<file path="config.mk">
export PLATFORM = sky130hd
export DESIGN_NAME = fpu_trans_scheduler
export DESIGN_NICKNAME = d
export VERILOG_FILES = /design/src/rtl/fpu_trans_pkg.sv /design/src/rtl/rr_arbiter.sv /design/src/rtl/fpu_trans_scheduler.sv
export SDC_FILE = /design/constraint.sdc
export NUM_CORES = 1
export LEC_CHECK = 0
export ABC_AREA = 1
export ABC_CLOCK_PERIOD_IN_PS = 5000
export CAP_MARGIN = 20
export CORE_AREA = 2 2 332 334
export DETAILED_ROUTE_END_ITERATION = 10
export DIE_AREA = 0 0 334 336
export GPL_ROUTABILITY_DRIVEN = 0
export PLACE_DENSITY_LB_ADDON = 0.25
export SLEW_MARGIN = 40
export SYNTH_ARGS = -nofsm -noshare
export SYNTH_HDL_FRONTEND = slang
export SYNTH_SLANG_ARGS = --single-unit
</file>
<file path="constraint.sdc">
create_clock -name clk -period 5 [get_ports clk]
set_clock_uncertainty 0.05 [all_clocks]
set_input_delay 0.5 -clock clk [delete_from_list [all_inputs] [get_ports clk]]
set_output_delay 0.5 -clock clk [all_outputs]
set_load 0.01 [all_outputs]
</file>
<file path="src/rtl/fpu_trans_pkg.sv">
// Shared definitions for the transcendental-unit scheduler: opcodes, the
// FP80 indefinite value, FSM state encodings and response status bits.
package fpu_trans_pkg;

    localparam logic [7:0] OP_FPTAN   = 8'h54;
    localparam logic [7:0] OP_FPATAN  = 8'h55;
    localparam logic [7:0] OP_F2XM1   = 8'h56;
    localparam logic [7:0] OP_FYL2X   = 8'h57;
    localparam logic [7:0] OP_FYL2XP1 = 8'h58;

    // Quiet NaN "real indefinite" returned when no real result exists
    localparam logic [79:0] FP_INDEFINITE = 80'hFFFF_C000_0000_0000_0000;

    typedef logic [1:0] state_t;
    localparam state_t S_IDLE  = 2'd0;
    localparam state_t S_ISSUE = 2'd1;
    localparam state_t S_WAIT  = 2'd2;
    localparam state_t S_RESP  = 2'd3;

    // Bit positions inside the 3-bit response status {illegal, timeout, error}
    localparam int STAT_ERROR   = 0;
    localparam int STAT_TIMEOUT = 1;
    localparam int STAT_ILLEGAL = 2;

    function automatic logic is_trans_op(input logic [7:0] op);
        return (op == OP_FPTAN)  || (op == OP_FPATAN) || (op == OP_F2XM1) ||
               (op == OP_FYL2X)  || (op == OP_FYL2XP1);
    endfunction

endpackage

</file>
<file path="src/rtl/rr_arbiter.sv">
// Combinational round-robin arbiter: picks the first active request at or
// after ptr (wrapping modulo N). The caller owns and advances the pointer.
module rr_arbiter #(
    parameter int N = 2
) (
    input  logic [N-1:0] req,
    input  logic [1:0]   ptr,
    output logic [N-1:0] grant,
    output logic [1:0]   grant_idx
);

    logic found;

    // Scan positions ptr, ptr+1, ... and grant the first requester that is set
    always_comb begin
        grant     = '0;
        grant_idx = '0;
        found     = 1'b0;
        for (int k = 0; k < N; k++) begin
            for (int j = 0; j < N; j++) begin
                if (!found && (j == (int'(ptr) + k) % N) && req[j]) begin
                    found     = 1'b1;
                    grant[j]  = 1'b1;
                    grant_idx = 2'(j);
                end
            end
        end
    end

endmodule

</file>
<file path="src/rtl/fpu_trans_scheduler.sv">
// Shares one iterative transcendental engine among NUM_REQ requesters:
// round-robin accept, single-cycle start, watchdog-guarded wait for done,
// and a one-cycle response back to the requester that owned the operation.
module fpu_trans_scheduler
    import fpu_trans_pkg::*;
#(
    parameter int NUM_REQ        = 2,
    parameter int TIMEOUT_CYCLES = 10000
) (
    input  logic                  clk,
    input  logic                  reset_n,
    input  logic [NUM_REQ-1:0]    req_valid,
    output logic [NUM_REQ-1:0]    req_ready,
    input  logic [NUM_REQ*8-1:0]  req_op,
    input  logic [NUM_REQ*80-1:0] req_a,
    input  logic [NUM_REQ*80-1:0] req_b,
    output logic                  unit_start,
    output logic [7:0]            unit_op,
    output logic [79:0]           unit_a,
    output logic [79:0]           unit_b,
    output logic                  unit_abort,
    input  logic                  unit_done,
    input  logic [79:0]           unit_res0,
    input  logic [79:0]           unit_res1,
    input  logic                  unit_error,
    output logic [NUM_REQ-1:0]    rsp_valid,
    output logic [79:0]           rsp_res0,
    output logic [79:0]           rsp_res1,
    output logic [2:0]            rsp_status,
    output logic                  busy,
    output logic [1:0]            owner
);

    localparam int             CW       = $clog2(TIMEOUT_CYCLES) + 1;
    localparam logic [CW-1:0]  CNT_LAST = CW'(TIMEOUT_CYCLES - 1);
    localparam logic [1:0]     LAST_REQ = 2'(NUM_REQ - 1);

    state_t               state;
    logic [1:0]           rr_ptr;
    logic [CW-1:0]        wd_cnt;
    logic [NUM_REQ-1:0]   grant;
    logic [1:0]           grant_idx;
    logic [7:0]           sel_op;
    logic [79:0]          sel_a;
    logic [79:0]          sel_b;
    logic                 accept;
    logic                 timeout_hit;

    rr_arbiter #(.N(NUM_REQ)) u_arb (
        .req       (req_valid),
        .ptr       (rr_ptr),
        .grant     (grant),
        .grant_idx (grant_idx)
    );

    // Route the granted requester's opcode and operands toward the latches
    always_comb begin
        sel_op = '0;
        sel_a  = '0;
        sel_b  = '0;
        for (int i = 0; i < NUM_REQ; i++) begin
            if (grant[i]) begin
                sel_op = req_op[8*i +: 8];
                sel_a  = req_a[80*i +: 80];
                sel_b  = req_b[80*i +: 80];
            end
        end
    end

    assign accept      = (state == S_IDLE) && (|grant);
    assign req_ready   = (state == S_IDLE) ? grant : '0;
    assign unit_start  = (state == S_ISSUE);
    assign busy        = (state != S_IDLE);
    // A done arriving in the last watchdog cycle takes priority over abort
    assign timeout_hit = (state == S_WAIT) && !unit_done && (wd_cnt >= CNT_LAST);
    assign unit_abort  = timeout_hit;

    // One-hot response strobe to whoever owns the finished operation
    always_comb begin
        rsp_valid = '0;
        for (int i = 0; i < NUM_REQ; i++) begin
            rsp_valid[i] = (state == S_RESP) && (owner == 2'(i));
        end
    end

    // Main FSM: accept, issue, watchdog wait, respond; also holds all latches
    always_ff @(posedge clk or negedge reset_n) begin
        if (!reset_n) begin
            state      <= S_IDLE;
            rr_ptr     <= '0;
            owner      <= '0;
            wd_cnt     <= '0;
            unit_op    <= '0;
            unit_a     <= '0;
            unit_b     <= '0;
            rsp_res0   <= '0;
            rsp_res1   <= '0;
            rsp_status <= '0;
        end else begin
            case (state)
                S_IDLE: begin
                    if (accept) begin
                        unit_op <= sel_op;
                        unit_a  <= sel_a;
                        unit_b  <= sel_b;
                        owner   <= grant_idx;
                        rr_ptr  <= (grant_idx == LAST_REQ) ? 2'd0 : grant_idx + 2'd1;
                        if (is_trans_op(sel_op)) begin
                            state <= S_ISSUE;
                        end else begin
                            rsp_res0   <= FP_INDEFINITE;
                            rsp_res1   <= FP_INDEFINITE;
                            rsp_status <= 3'(1 << STAT_ILLEGAL);
                            state      <= S_RESP;
                        end
                    end
                end
                S_ISSUE: begin
                    wd_cnt <= '0;
                    state  <= S_WAIT;
                end
                S_WAIT: begin
                    if (unit_done) begin
                        rsp_res0   <= unit_res0;
                        rsp_res1   <= unit_res1;
                        rsp_status <= {2'b00, unit_error};
                        state      <= S_RESP;
                    end else if (timeout_hit) begin
                        rsp_res0   <= FP_INDEFINITE;
                        rsp_res1   <= FP_INDEFINITE;
                        rsp_status <= 3'(1 << STAT_TIMEOUT);
                        state      <= S_RESP;
                    end else if (wd_cnt != '1) begin
                        wd_cnt <= wd_cnt + CW'(1);
                    end
                end
                default: begin
                    state <= S_IDLE;
                end
            endcase
        end
    end

endmodule

</file>
==> results.sh <==
export IMPL_fin_cells=4352
export IMPL_grt_overflow_total=0
export IMPL_vias=16700
export IMPL_drtIter0Drc=793
export IMPL_die_w_um=334
export IMPL_drive_above_1_share_pct=7.57
export IMPL_multi_input_area_um2=6760
export IMPL_dr_pass1_iters=4
export IMPL_layout_area_seq_um2=8760
export IMPL_wl_per_cell_um=19.2
export IMPL_routed_via_density=3.83
export IMPL_clock_sinks=350
export IMPL_drc=0
export IMPL_cts_tree="yes"
export IMPL_start_util_pct=15.5
export IMPL_peakVddDrop_v=0.000373
export IMPL_worst_ep_required_time_ns=4.45
export IMPL_path_clk_slew_ns=0.06
export IMPL_netlist_top_cells_area="dfrtp_1, nand2_1, nand3_1, nor2_1, nand3_2"
export IMPL_synth_seq_cells=350
export IMPL_yosysUniqueCellTypes=29
export IMPL_post_cts_buffers=0
export IMPL_htree_levels=2
export IMPL_synth_area_um2=16900
export IMPL_wl_um=83500
export IMPL_clock_latency_ns=0.60
export IMPL_mostFrequentLayoutCells="clkdlybuf4s50_1, nand2_1, dfrtp_1, nor2_1, nand3_1"
export IMPL_max_freq_mhz=274
export IMPL_grt_first_pass_wirelength_um=118000
export IMPL_dp_cells=4266
export IMPL_crit_fanout=11
export IMPL_r2r_setup_slack_ns=1.86
export IMPL_clock_path_buffers=3
export IMPL_syn2layout_area_growth_pct=67.1
export IMPL_maxCapViolCount=0
export IMPL_tightestPinTransition_ns=0.900
export IMPL_die_h_um=336
export IMPL_rows=121
export IMPL_final_antenna_net_count=0
export IMPL_coreArea_um2=108000
export IMPL_outcome="completed"
export IMPL_hp_class="in -> async"
export IMPL_cp_data_arrival_time_ns=3.10
export IMPL_yosysWarnings=0
export IMPL_grt_max_degree=162
export IMPL_synthCells=2123
export IMPL_hold_slack_ns=0.356
export IMPL_slew_headroom_pct=40.0
export IMPL_synth_top_area_share_pct=52.0
export IMPL_layout_nets=3410
export IMPL_dieArea_um2=112000
export IMPL_setup_violations=0
export IMPL_fin_crit_ns=3.65
export IMPL_ctsResizeCount=0
export IMPL_grt_util_all_layers_pct=14.3
export IMPL_cts_hold_buffers=1
export IMPL_hold_viol_final=0
export IMPL_startpoint_type="register"
export IMPL_grt_pass1_vias=16500
export IMPL_mostFrequentLayoutCell="clkdlybuf4s50_1"
export IMPL_slew_viol_final=0
export IMPL_numCtsBuffers=47
export IMPL_antenna_found_initial=11
export IMPL_io_buffers=840
export IMPL_stdcell_area_um2=28200
export IMPL_avgSynthCellArea_um2=7.94
export IMPL_place_area_um2=26600
export IMPL_power_density_nw_per_um2=591
export IMPL_leakage_nw=12.8
export IMPL_critPathKind="reg -> out"
export IMPL_yosysTopAreaCell="dfrtp_1"
export IMPL_power_total_w=0.0166
export IMPL_fin_crit_sh_pct=73.0
export IMPL_hpwlAfterDp_um=62900
export IMPL_endpoint_kind="output pin"
export IMPL_yosysSeqAreaShare_pct=52.0
export IMPL_synth_nets=2631
export IMPL_fin_setup_tns_ns=0
export IMPL_boundaryPins=842
export IMPL_cts_root_buf="clkbuf_16"
export IMPL_num_fill_cells=11900
export IMPL_rsz0062_at_grt="false"
## flip-flops by register name (all words and copies together), names as in the netlist
| register | flops |
|---|---|
| rsp_res0 | 80 |
| rsp_res1 | 80 |
| unit_a | 80 |
| unit_b | 80 |
| wd_cnt | 15 |
| unit_op | 8 |
| rsp_status | 3 |
| state | 2 |
| owner | 1 |
| rr_ptr | 1 |
## cell type report
| type | instances | area share, % |
|---|---|---|
| Antenna cell | 4 | 0.0355 |
| Clock buffer | 66 | 4.86 |
| Clock inverter | 15 | 0.555 |
| Inverter | 156 | 2.09 |
| Multi-Input combinational cell | 1481 | 24.0 |
| Sequential cell | 350 | 31.1 |
| Tap cell | 1414 | 6.28 |
| Timing Repair Buffer | 866 | 31.1 |
## cell usage after synthesis
cell type,n
nand2_1,824
dfrtp_1,350
nor2_1,222
nand3_1,209
inv_1,153
nand3_2,71
a31oi_1,69
buf_2,49
clkbuf_1,46
or2_2,36
buf_4,18
buf_6,18
o21ai_0,14
xor2_1,8
ha_1,6
buf_1,4
nand2_2,4
nand4_1,4
nor3_1,4
inv_2,3
nand2_4,2
nor2_4,2
a21oi_1,1
a21oi_2,1
buf_8,1
conb_1,1
nand3_4,1
nor3b_1,1
xnor2_1,1
## worst max-delay path, cell delays in order (launching register included)
cell and delay, ns:
dfrtp_1 0.43, inv_1 0.10, ha_1 0.43, inv_1 0.31, nor2_1 0.36, nand2_1 0.15, inv_1 0.08, clkdlybuf4s50_1 0.62
## metrics by stage
step	setup WS, ns	util (%)
5_1_grt	1.06	26.0
3_5_place_dp	1.34	24.6
2_1_floorplan	3.00	-
4_1_cts	1.23	26.0
3_3_place_gp	1.40	24.5
6_report	1.35	26.0
## cells by family after synthesis
| kind of cell | share of synthesized area (%) |
|---|---|
| simple gates | 35.9 |
| flops | 52.0 |
| buf+inv | 8.14 |
| compound gates | 3.06 |
| xor+xnor | 0.468 |
| fa+ha+maj | 0.445 |
| other cells | 0.0223 |
## where the power goes
| group | total (W) | internal, W | leakage (nW) | switching (W) |
|---|---|---|---|---|
| Sequential | 0.00491 | 0.00412 | 4.39 | 0.000793 |
| Combinational | 0.00828 | 0.00362 | 7.62 | 0.00466 |
| Clock | 0.00345 | 0.00205 | 0.758 | 0.00140 |
## metal layers
| layer | up-vias | track usage (%) | routed length, um |
|---|---|---|---|
| met5 | - | 0 | 64 |
| met2 | 558 | 23.8 | 39500 |
| li1 | 8196 | - | - |
| met3 | 113 | 5.66 | 7670 |
| met4 | 10 | 5.14 | 3010 |
| met1 | 7778 | 16.6 | 33200 |
## worst paths after layout
check / startpoint / to / depth (start not counted)
setup / recovery: state[0] / unit_abort / 7
hold / removal: reset_n / rsp_res0[77] / 2
setup reg to reg: state[0] / rsp_res1[29] / 11
hold reg to reg: rsp_res0[46] / rsp_res0[46] / 2
max in group asynchronous: reset_n / rsp_res1[9] / 4
min in group clk: req_a[32] / unit_a[32] / 3
No activity file was read; power rests on OpenSTA's default activity.
